==> config.mk <==
export PLATFORM = sky130hd
export DESIGN_NAME = bsg_idiv_iterative_restoring_flat
export DESIGN_NICKNAME = d
export VERILOG_FILES = /design/src/rtl/bsg_idiv_iterative_restoring_pkg.sv /design/src/rtl/bsg_idiv_iterative_restoring_if.sv /design/src/rtl/bsg_idiv_iterative_restoring_restore_step.sv /design/src/rtl/bsg_idiv_iterative_restoring.sv /design/src/flat_wrapper.sv
export SDC_FILE = /design/constraint.sdc
export NUM_CORES = 1
export LEC_CHECK = 0
export BUFFER_PORTS_ARGS = -buffer_cell sky130_fd_sc_hd__buf_2
export CAP_MARGIN = 20
export CORE_MARGIN = 1
export CORE_UTILIZATION = 64
export CTS_CLUSTER_SIZE = 12
export DETAILED_ROUTE_END_ITERATION = 8
export GPL_TIMING_DRIVEN = 0
export HOLD_SLACK_MARGIN = 0.12
export PLACE_DENSITY = 0.86
export SYNTH_ARGS = -nofsm -noshare
export SYNTH_HDL_FRONTEND = slang
export SYNTH_SLANG_ARGS = --single-unit
==> constraint.sdc <==
create_clock -name clk_i -period 8.1 [get_ports clk_i]
set_input_delay 0.405 -clock clk_i [delete_from_list [all_inputs] [get_ports clk_i]]
set_output_delay 0.405 -clock clk_i [all_outputs]
set_load 0.03 [all_outputs]
==> src/rtl/bsg_idiv_iterative_restoring_pkg.sv <==
// Package bsg_idiv_pkg: shared types and helpers for the iterative restoring
// divider.
//   idiv_state_e   : divider FSM states (idle, calculate, adjust signs, done)
//   idiv_cnt_width : width of the step counter for a given operand width
package bsg_idiv_pkg;

    typedef enum logic [1:0] {
        eIDLE = 2'd0,
        eCALC = 2'd1,
        eADJ  = 2'd2,
        eDONE = 2'd3
    } idiv_state_e;

    // The counter runs width-1 down to 0, so clog2(width) bits are enough.
    function automatic int idiv_cnt_width(input int width);
        return (width > 1) ? $clog2(width) : 1;
    endfunction

endpackage

==> src/rtl/bsg_idiv_iterative_restoring_if.sv <==
// Request/response bundle of the iterative divider.
//   master : requester side (drives request fields and yumi_i)
//   slave  : divider side (drives ready_o, v_o, result_o)
// Signals keep the divider's port names so the bundle reads like the
// multiplier's port list: v_i/ready_o request handshake, opA_i/opB_i
// operands, signed_opA_i/signed_opB_i per-operand signedness,
// gets_remainder_i result select, v_o/yumi_i result handshake, result_o.
interface bsg_idiv_iterative_restoring_if #(
    parameter int width_p = 32
);
    logic               v_i;
    logic               ready_o;
    logic [width_p-1:0] opA_i;
    logic [width_p-1:0] opB_i;
    logic               signed_opA_i;
    logic               signed_opB_i;
    logic               gets_remainder_i;
    logic               v_o;
    logic [width_p-1:0] result_o;
    logic               yumi_i;

    modport master (
        output v_i, opA_i, opB_i, signed_opA_i, signed_opB_i,
               gets_remainder_i, yumi_i,
        input  ready_o, v_o, result_o
    );

    modport slave (
        input  v_i, opA_i, opB_i, signed_opA_i, signed_opB_i,
               gets_remainder_i, yumi_i,
        output ready_o, v_o, result_o
    );
endinterface

==> src/rtl/bsg_idiv_iterative_restoring_restore_step.sv <==
// bsg_idiv_restore_step: one combinational restoring-division step.
//   rem          : current partial remainder (always < divisor)
//   dividend_msb : dividend bit shifted into the remainder this step
//   divisor      : unsigned divisor
//   rem_next     : partial remainder after the step
//   quot_bit     : quotient bit produced by the step
module bsg_idiv_restore_step #(
    parameter int width_p = 32
) (
    input  logic [width_p-1:0] rem,
    input  logic               dividend_msb,
    input  logic [width_p-1:0] divisor,
    output logic [width_p-1:0] rem_next,
    output logic               quot_bit
);
    logic [width_p:0] shifted_s;
    logic [width_p:0] trial_s;

    // Because rem < divisor, the shifted value is < 2*divisor, so a width_p+1
    // bit difference is wide enough: its MSB is set exactly when it underflows.
    assign shifted_s = {rem, dividend_msb};
    assign trial_s   = shifted_s - {1'b0, divisor};
    assign quot_bit  = ~trial_s[width_p];
    assign rem_next  = quot_bit ? trial_s[width_p-1:0] : shifted_s[width_p-1:0];
endmodule

==> src/rtl/bsg_idiv_iterative_restoring.sv <==
// bsg_idiv_iterative_restoring: iterative restoring integer divider, one
// quotient bit per cycle, returning quotient or remainder of opA/opB.
//   clk_i   : clock
//   reset_i : asynchronous, active-high reset
//   io      : slave side of bsg_idiv_iterative_restoring_if (v/ready request,
//             v/yumi result)
// Optional build macro BSG_IDIV_ZERO_FAST_EN: a zero divisor seen at accept
// skips the calculation and the result is valid one edge after accept.
// Division by zero yields all-ones quotient and the original dividend as
// remainder in every build.
module bsg_idiv_iterative_restoring
    import bsg_idiv_pkg::*;
#(
    parameter int width_p = 32
) (
    input  logic                             clk_i,
    input  logic                             reset_i,
    bsg_idiv_iterative_restoring_if.slave    io
);
    localparam int                  cnt_w_lp    = idiv_cnt_width(width_p);
    localparam logic [cnt_w_lp-1:0] cnt_init_lp = cnt_w_lp'(width_p - 1);

    idiv_state_e         state_r;
    idiv_state_e         state_next_s;
    logic [width_p-1:0]  rem_r;
    logic [width_p-1:0]  dvd_r;     // dividend, shifts out as quotient shifts in
    logic [width_p-1:0]  dvs_r;
    logic [width_p-1:0]  result_r;
    logic                neg_a_r;
    logic                neg_b_r;
    logic                gets_rem_r;
    logic [cnt_w_lp-1:0] cnt_r;

    logic                accept_s;
    logic [width_p-1:0]  rem_next_s;
    logic                quot_bit_s;
    logic [width_p-1:0]  quot_adj_s;
    logic [width_p-1:0]  rem_adj_s;
`ifdef BSG_IDIV_ZERO_FAST_EN
    logic                opb_zero_s;
    assign opb_zero_s = (io.opB_i == '0);
`endif

    function automatic logic [width_p-1:0] negate(input logic [width_p-1:0] x);
        return (~x) + width_p'(1);
    endfunction

    // Magnitude is taken only for operands flagged signed with the MSB set.
    function automatic logic [width_p-1:0] abs_val(input logic [width_p-1:0] x,
                                                   input logic sgn);
        return (sgn & x[width_p-1]) ? negate(x) : x;
    endfunction

    assign accept_s = io.v_i & io.ready_o;

    bsg_idiv_restore_step #(.width_p(width_p)) step (
        .rem          (rem_r),
        .dividend_msb (dvd_r[width_p-1]),
        .divisor      (dvs_r),
        .rem_next     (rem_next_s),
        .quot_bit     (quot_bit_s)
    );

    // Sign fix-up. A zero divisor forces all-ones without negation; the
    // remainder path already reproduces the original dividend in that case.
    // min / -1 needs no special case: the magnitude quotient negates to min.
    assign quot_adj_s = (dvs_r == '0)         ? '1
                      : (neg_a_r ^ neg_b_r)  ? negate(dvd_r)
                      :                        dvd_r;
    assign rem_adj_s  = neg_a_r ? negate(rem_r) : rem_r;

    // State register.
    always_ff @(posedge clk_i or posedge reset_i) begin
        if (reset_i) begin
            state_r <= eIDLE;
        end else begin
            state_r <= state_next_s;
        end
    end

    // Next-state logic.
    always_comb begin
        state_next_s = state_r;
        case (state_r)
            eIDLE: begin
                if (accept_s) begin
`ifdef BSG_IDIV_ZERO_FAST_EN
                    if (opb_zero_s) begin
                        state_next_s = eDONE;
                    end else begin
                        state_next_s = eCALC;
                    end
`else
                    state_next_s = eCALC;
`endif
                end else begin
                    state_next_s = eIDLE;
                end
            end
            eCALC: begin
                if (cnt_r == '0) begin
                    state_next_s = eADJ;
                end else begin
                    state_next_s = eCALC;
                end
            end
            eADJ:  state_next_s = eDONE;
            eDONE: begin
                if (io.yumi_i) begin
                    state_next_s = eIDLE;
                end else begin
                    state_next_s = eDONE;
                end
            end
            default: state_next_s = eIDLE;
        endcase
    end

    // Outputs decoded from the state register; the result comes from a register.
    always_comb begin
        io.ready_o  = (state_r == eIDLE);
        io.v_o      = (state_r == eDONE);
        io.result_o = result_r;
    end

    // Datapath: operand capture, restoring iterations and sign adjustment.
    always_ff @(posedge clk_i or posedge reset_i) begin
        if (reset_i) begin
            rem_r      <= '0;
            dvd_r      <= '0;
            dvs_r      <= '0;
            result_r   <= '0;
            neg_a_r    <= 1'b0;
            neg_b_r    <= 1'b0;
            gets_rem_r <= 1'b0;
            cnt_r      <= '0;
        end else begin
            case (state_r)
                eIDLE: begin
                    if (accept_s) begin
                        dvd_r      <= abs_val(io.opA_i, io.signed_opA_i);
                        dvs_r      <= abs_val(io.opB_i, io.signed_opB_i);
                        neg_a_r    <= io.signed_opA_i & io.opA_i[width_p-1];
                        neg_b_r    <= io.signed_opB_i & io.opB_i[width_p-1];
                        gets_rem_r <= io.gets_remainder_i;
                        rem_r      <= '0;
                        cnt_r      <= cnt_init_lp;
`ifdef BSG_IDIV_ZERO_FAST_EN
                        if (opb_zero_s) begin
                            result_r <= io.gets_remainder_i ? io.opA_i : '1;
                        end
`endif
                    end
                end
                eCALC: begin
                    rem_r <= rem_next_s;
                    dvd_r <= {dvd_r[width_p-2:0], quot_bit_s};
                    cnt_r <= cnt_r - cnt_w_lp'(1);
                end
                eADJ: begin
                    result_r <= gets_rem_r ? rem_adj_s : quot_adj_s;
                end
                eDONE: begin
                    result_r <= result_r;
                end
                default: begin
                    result_r <= result_r;
                end
            endcase
        end
    end
endmodule

==> src/flat_wrapper.sv <==
// flat-port wrapper written by rule: the top's interface ports become plain ports
module bsg_idiv_iterative_restoring_flat import bsg_idiv_pkg::*;
#(
    parameter int width_p = 32
)
  (clk_i, reset_i, io_v_i, io_opA_i, io_opB_i, io_signed_opA_i, io_signed_opB_i, io_gets_remainder_i, io_yumi_i, io_ready_o, io_v_o, io_result_o);
  bsg_idiv_iterative_restoring_if #(.width_p(width_p)) io_i ();
  input  logic clk_i;
  input  logic reset_i;
  input wire logic [$bits(io_i.v_i)-1:0] io_v_i;
  input wire logic [$bits(io_i.opA_i)-1:0] io_opA_i;
  input wire logic [$bits(io_i.opB_i)-1:0] io_opB_i;
  input wire logic [$bits(io_i.signed_opA_i)-1:0] io_signed_opA_i;
  input wire logic [$bits(io_i.signed_opB_i)-1:0] io_signed_opB_i;
  input wire logic [$bits(io_i.gets_remainder_i)-1:0] io_gets_remainder_i;
  input wire logic [$bits(io_i.yumi_i)-1:0] io_yumi_i;
  output wire logic [$bits(io_i.ready_o)-1:0] io_ready_o;
  output wire logic [$bits(io_i.v_o)-1:0] io_v_o;
  output wire logic [$bits(io_i.result_o)-1:0] io_result_o;
  assign io_i.v_i = io_v_i;
  assign io_i.opA_i = io_opA_i;
  assign io_i.opB_i = io_opB_i;
  assign io_i.signed_opA_i = io_signed_opA_i;
  assign io_i.signed_opB_i = io_signed_opB_i;
  assign io_i.gets_remainder_i = io_gets_remainder_i;
  assign io_i.yumi_i = io_yumi_i;
  assign io_ready_o = io_i.ready_o;
  assign io_v_o = io_i.v_o;
  assign io_result_o = io_i.result_o;
  bsg_idiv_iterative_restoring #(.width_p(width_p)) u_core (.clk_i(clk_i), .reset_i(reset_i), .io(io_i));
endmodule
==> results of run 1 <==
-- cell families (layout without fill, tap and decap cells) --
group           count (synthesis)  after routing
compound gates                393            393
xor+xnor                      147            147
fa+ha+maj                      38             38
buf+inv                       129            267
flops                         138            138
mux                            26             26
simple gates                  341            341
-- metrics by stage --
stage                     total power, uW  cell area, um2  hold WS, ps  setup slack [ps]  utilization [%]
after CTS                            6190           11700          159              4370             75.7
after detailed placement             5340           11100          438              4420             71.7
after global routing                 6720           11700          167              4130             75.7
after global placement               5240           11000          453              2540             71.5
final                                6340           11700          165              4240             75.7
after floorplan                      4320           10200          457              4000                -
-- cell usage in the layout, fill, tap and decap left out, drive strengths merged, types with 14 or more instances in the layout --
cell type	count
o31ai	25
a221oi	26
nand3	38
a21o	32
nor4	24
nand2	103
dfrtp	138
a22oi	27
buf	118
xor2	73
ha	37
inv	62
clkbuf	77
a21oi	67
nor3	25
mux2i	26
o21ai	138
nand2b	14
a31oi	19
nor2	73
xnor2	74
-- power by group through the flow --
stage          combinational, uW  clock (uW)  sequential (uW)
2_1_floorplan               2830           0             1490
3_5_place_dp                3870           0             1470
3_3_place_gp                3790           0             1460
4_1_cts                     3920         807             1460
6_report                    4040         806             1490
5_1_grt                     4360         839             1520
-- critical path, stage by stage (launching register included) --
cell       delay [ps]
dfrtp_1           370
inv_1             100
ha_1              240
fa_1              410
nor2b_1           190
o2111ai_1         180
a31oi_1           490
a32oi_1           280
o221ai_2          280
mux2i_2           470
nand2_4           100
buf_8             180
nor4b_1           150
a221o_1           270
-- flip-flops by register name (all words and copies together), names as in the netlist --
signal              count
u_core.dvd_r           32
u_core.dvs_r           32
u_core.io.result_o     32
u_core.rem_r           32
u_core.cnt_r            5
u_core.state_r          2
u_core.gets_rem_r       1
u_core.neg_a_r          1
u_core.neg_b_r          1
-- area by class of cell --
type / count / area [um2]
clock buffer: 19 / 443
clock inverter: 13 / 165
buffer: 71 / 317
timing repair buffer: 106 / 558
sequential: 138 / 3450
fill: 1171 / 3740
multi-input combinational: 945 / 6260
tap: 211 / 264
inverter: 58 / 223
-- per-layer routing --
layer	track usage [%]	share of wire (%)	vias up
met1	54.7	41	4900
met4	12.1	2.6	0
li1	-	-	4656
met5	0	0	-
met3	9.94	12	79
met2	58.8	44	644
-- final timing paths --
kind,to,startpoint,depth (start not counted)
max,u_core.rem_r[30],u_core.dvd_r[31],13
min,u_core.state_r[1],io_yumi_i,2
max reg2reg,u_core.rem_r[30],u_core.dvd_r[31],13
min reg2reg,u_core.io.result_o[11],u_core.io.result_o[11],1
max in group asynchronous,u_core.dvd_r[0],reset_i,4
min in group asynchronous,u_core.io.result_o[16],reset_i,3
==> results.sh, run 1 <==
export IMPL_maxSlewHeadroom_pct=42.6
export IMPL_min_period_ps=3860
export IMPL_core_area_um2=15400
export IMPL_finalNonFillerCells=1561
export IMPL_n_antenna_cell=0
export IMPL_ys_async_sr_fraction_pct=100
export IMPL_startpoint_type="register"
export IMPL_hp_class="in2reg"
export IMPL_p_sw_uw=3210
export IMPL_numCtsBuffers=17
export IMPL_fin_tns_setup_ps=0
export IMPL_wl_mm=31.0
export IMPL_dp_cells=1528
export IMPL_p_per_area_nw_per_um2=543
export IMPL_grt_pass1_wl_mm=49.6
export IMPL_syn_to_final_growth_pct=14.0
export IMPL_cts_path_max_buffers=2
export IMPL_clk_latency_ps=430
export IMPL_pwr_share_comb_pct=63.8
export IMPL_cp_data_arrival_time_ps=4170
export IMPL_p_clk_share_pct=12.7
export IMPL_rsz0062_at_grt="no"
export IMPL_hold_viol=0
export IMPL_grt_max_degree=97
export IMPL_nets=1446
export IMPL_skew_ps=9.40
export IMPL_antenna_found_initial=0
export IMPL_crit_path_end_kind="register"
export IMPL_avgSynthCellArea_um2=8.45
export IMPL_p_seq_share_pct=23.5
export IMPL_cts_root_buf="clkbuf_16"
export IMPL_peakVddDrop_mv=0.309
export IMPL_ys_flop_type="dfrtp_1"
export IMPL_ys_ff_latch=138
export IMPL_start_util_pct=66.4
export IMPL_p_leak_uw=0.00512
export IMPL_yosysSeqAreaShare_pct=33.7
export IMPL_row_count=45
export IMPL_synth_xor_area_share_pct=12.6
export IMPL_drt_pass1_iterations=8
export IMPL_synthDominantCellAreaShare_pct=33.7
export IMPL_muxShareOfSynthArea_pct=2.58
export IMPL_path_max_fanout=10
export IMPL_yosys_top_cells_count="138 x dfrtp_1, 124 x o21ai_0, 100 x nand2_1, 74 x xnor2_1"
export IMPL_die_x_um=129
export IMPL_port_buffer_count=104
export IMPL_cts_sinks=138
export IMPL_viasPerCell=6.58
export IMPL_run_status="completed"
export IMPL_hpwl_mm=23.0
export IMPL_drv_cap=0
export IMPL_synth_cell_types=70
export IMPL_synthTopCellsByArea="dfrtp_1 34%, xnor2_1 6.3%, xor2_1 6.2%, o21ai_0 6.1%, ha_1 4.5%"
export IMPL_cts_tree="yes"
export IMPL_synthCells=1212
export IMPL_slew_viol_final=0
export IMPL_io_pin_count=105
export IMPL_grt_util_all_layers_pct=38.9
export IMPL_ctsHoldBuffers=1
export IMPL_synth_most_common_cell="dfrtp_1"
export IMPL_layout_drive_gt1_share_pct=12.4
export IMPL_drc_errors=0
export IMPL_syn_nets=1321
export IMPL_ys_warn_count=0
export IMPL_grt_pass1_vias=9582
export IMPL_die_h_um=129
export IMPL_die_area_um2=16500
export IMPL_intPower_uw=3130
export IMPL_sw_frac_of_total_pct=50.7
export IMPL_rrSetupSlack_ps=4240
export IMPL_ctsResizeCount=0
export IMPL_synthAdderAreaFrac_pct=4.71
export IMPL_synth_edf_count=0
export IMPL_tightest_slew_ps=858
export IMPL_drtIter0Drc=1395
export IMPL_post_cts_repair_setup_buffers=0
export IMPL_syn_area_um2=10200
export IMPL_grt_ovfl_total=0
export IMPL_gp_congestion=1.00
export IMPL_fmax_mhz=259
export IMPL_timing_final_crit_share_pct=47.6
export IMPL_num_vias=10279
export IMPL_setup_viol=0
export IMPL_synth_top_family_by_area="compound AO/OA/AOI/OAI gates"
export IMPL_yosys_area_share_simple_pct=16.6
export IMPL_clk_pin_slew_ps=60
export IMPL_cp_required_ps=8410
export IMPL_synth_compound_area_share_pct=24.6
export IMPL_yosys_area_top_type="dfrtp_1"
export IMPL_ant_nets=0
export IMPL_routedWlPerCell_um=19.8
export IMPL_crit_type="reg2reg"
export IMPL_htreeDepth=4
(Power assumes the default switching activity.)
==> run 2, diff against run 1 <==
--- a/config.mk
+++ b/config.mk
@@ -8,12 +8,12 @@
 export BUFFER_PORTS_ARGS = -buffer_cell sky130_fd_sc_hd__buf_2
 export CAP_MARGIN = 20
 export CORE_MARGIN = 1
-export CORE_UTILIZATION = 64
+export CORE_UTILIZATION = 61
 export CTS_CLUSTER_SIZE = 12
 export DETAILED_ROUTE_END_ITERATION = 8
 export GPL_TIMING_DRIVEN = 0
 export HOLD_SLACK_MARGIN = 0.12
-export PLACE_DENSITY = 0.86
+export PLACE_DENSITY = 0.82
 export SYNTH_ARGS = -nofsm -noshare
 export SYNTH_HDL_FRONTEND = slang
 export SYNTH_SLANG_ARGS = --single-unit
==> constraint.sdc (replaced) <==
create_clock -name clk_i -period 4 [get_ports clk_i]
set_input_delay 0.2 -clock clk_i [delete_from_list [all_inputs] [get_ports clk_i]]
set_output_delay 0.2 -clock clk_i [all_outputs]
set_load 0.03 [all_outputs]
==> run 2 against run 1 <==
Combinational power is 100% higher. Global-route usage is 1.0 points lower. Fmax is 2.6% higher. Non-clock buffer count is 40 higher. Final cell count is 3.1% higher. Clock-buffer cell count is 2 lower. Die area is 4.8% higher. Hold slack worse by 43 ps. Flip-flop and latch count stayed put. Largest power group unchanged.
==> results.sh, run 2 (synthesis results as in run 1) <==
export IMPL_finalHoldWorstSlack_ps=122
export IMPL_grt_pass1_wl_mm=51.5
export IMPL_routedWlPerCell_um=19.9
export IMPL_antenna_found_initial=0
export IMPL_cts_root_buf="clkbuf_16"
export IMPL_sw_frac_of_total_pct=50.5
export IMPL_cp_data_arrival_time_ps=4060
export IMPL_viasPerCell=6.39
export IMPL_p_per_area_nw_per_um2=1050
export IMPL_die_area_um2=17300
export IMPL_grt_pass1_vias=9897
export IMPL_hold_viol=0
export IMPL_crit_type="reg2reg"
export IMPL_nets=1486
export IMPL_cts_path_max_buffers=2
export IMPL_row_count=47
export IMPL_setup_viol=0
export IMPL_rsz0062_at_grt="no"
export IMPL_peakVddDrop_mv=0.601
export IMPL_ant_nets=0
export IMPL_drt_pass1_iterations=6
export IMPL_drtIter0Drc=1215
export IMPL_min_period_ps=3760
export IMPL_io_pin_count=105
export IMPL_die_h_um=132
export IMPL_mostFrequentLayoutCells="138 x dfrtp_1, 124 x o21ai_0, 110 x buf_2"
export IMPL_hpwl_mm=23.2
export IMPL_layout_drive_gt1_share_pct=12.2
export IMPL_drv_cap=0
export IMPL_wl_mm=32.0
export IMPL_tightest_slew_ps=822
export IMPL_die_x_um=132
export IMPL_path_max_fanout=10
export IMPL_num_vias=10291
export IMPL_p_sw_uw=6410
export IMPL_htreeDepth=4
export IMPL_numCtsBuffers=17
export IMPL_slew_viol_final=0
export IMPL_cp_required_ps=4310
export IMPL_cts_sinks=138
export IMPL_clk_latency_ps=430
export IMPL_run_status="completed"
export IMPL_intPower_uw=6290
export IMPL_hp_class="in2reg"
export IMPL_timing_final_crit_share_pct=93.9
export IMPL_crit_path_end_kind="register"
export IMPL_start_util_pct=62.2
export IMPL_grt_util_all_layers_pct=37.8
export IMPL_fin_tns_setup_ps=0
export IMPL_pwr_share_comb_pct=63.7
export IMPL_startpoint_type="register"
export IMPL_syn_to_final_growth_pct=17.9
export IMPL_grt_ovfl_total=0
export IMPL_p_seq_share_pct=23.7
export IMPL_port_buffer_count=104
export IMPL_drc_errors=0
export IMPL_n_antenna_cell=0
export IMPL_maxSlewHeadroom_pct=45.0
export IMPL_cts_tree="yes"
export IMPL_skew_ps=8.49
export IMPL_p_leak_uw=0.00528
export IMPL_clk_pin_slew_ps=70
export IMPL_fmax_mhz=266
export IMPL_p_clk_share_pct=12.6
export IMPL_grt_max_degree=97
export IMPL_core_area_um2=16500
export IMPL_gp_congestion=1.00
export IMPL_layout_commonest_cell="dfrtp_1"
run 2: cell count changes in the layout (fill, tap and decap cells not counted), sizes merged:
cell and change:
bufinv -1, clkinv -1, clkbuf -2, clkinvlp +2
dlygate4sd3 +40, inv +2
run 2: area by class of cell:
class | count | area (um2)
Clock buffer | 17 | 425
Multi-Input combinational cell | 945 | 6270
Tap cell | 220 | 275
Sequential cell | 138 | 3450
Buffer | 71 | 317
Timing Repair Buffer | 146 | 958
Fill cell | 1280 | 4380
Inverter | 58 | 223
Clock inverter | 15 | 165
run 2: timing repair:
item | in CTS | in global routing
gates resized for setup | 0 | 1
hold endpoints to repair | 83 | 0
hold buffers | 41 | 0
endpoints found under the setup margin | 0 | 17
setup buffers | 0 | 0
run 2: worst max-delay path: stages, from the launching register on:
cell and delay [ps]:
dfrtp_1 360, inv_1 90, ha_1 240, fa_1 430, nor2b_1 220, o2111ai_1 180
a31oi_2 390, a32oi_1 250, o221ai_2 270, mux2i_2 460, nand2_4 120, buf_8 190
and3_1 170, a221o_1 270
run 2: worst paths after layout:
path	to	slack [ps]	from	depth (start not counted)
max	u_core.rem_r[19]	240	u_core.dvd_r[31]	13
min	u_core.dvd_r[27]	120	io_opA_i[27]	3
max reg2reg	u_core.rem_r[19]	240	u_core.dvd_r[31]	13
min reg2reg	u_core.io.result_o[24]	470	u_core.io.result_o[24]	1
max in group asynchronous	u_core.rem_r[19]	2830	reset_i	4
min in group asynchronous	u_core.rem_r[18]	330	reset_i	3
run 2: power groups by stage:
stage,registers [uW],clock network (uW),logic [uW]
5_1_grt,3070,1680,8820
3_3_place_gp,2940,0,7590
2_1_floorplan,3030,0,5720
4_1_cts,2970,1600,7910
6_report,3010,1600,8090
3_5_place_dp,2970,0,7770
run 2: routing by layer:
metal / global-route usage, % / wire [um] / vias up
met5: 0 / 0 / -
met1: 49.2 / 13300 / 4965
li1: - / - / 4751
met3: 8.99 / 2880 / 84
met2: 61.3 / 14900 / 491
met4: 13.6 / 921 / 0
run 2: through the flow:
stage                     power (uW)  utilization, %  cell area (um2)  setup WS, ps  std cells
after floorplan                 8750               -            10200           104       1212
after global placement         10500            67.1            11000         -1420       1536
after detailed placement       10700            67.3            11100           237       1537
after CTS                      12500            73.3            12100           122       1610
after global routing           13600            73.4            12100          87.1       1610
final                          12700            73.4            12100           242       1610
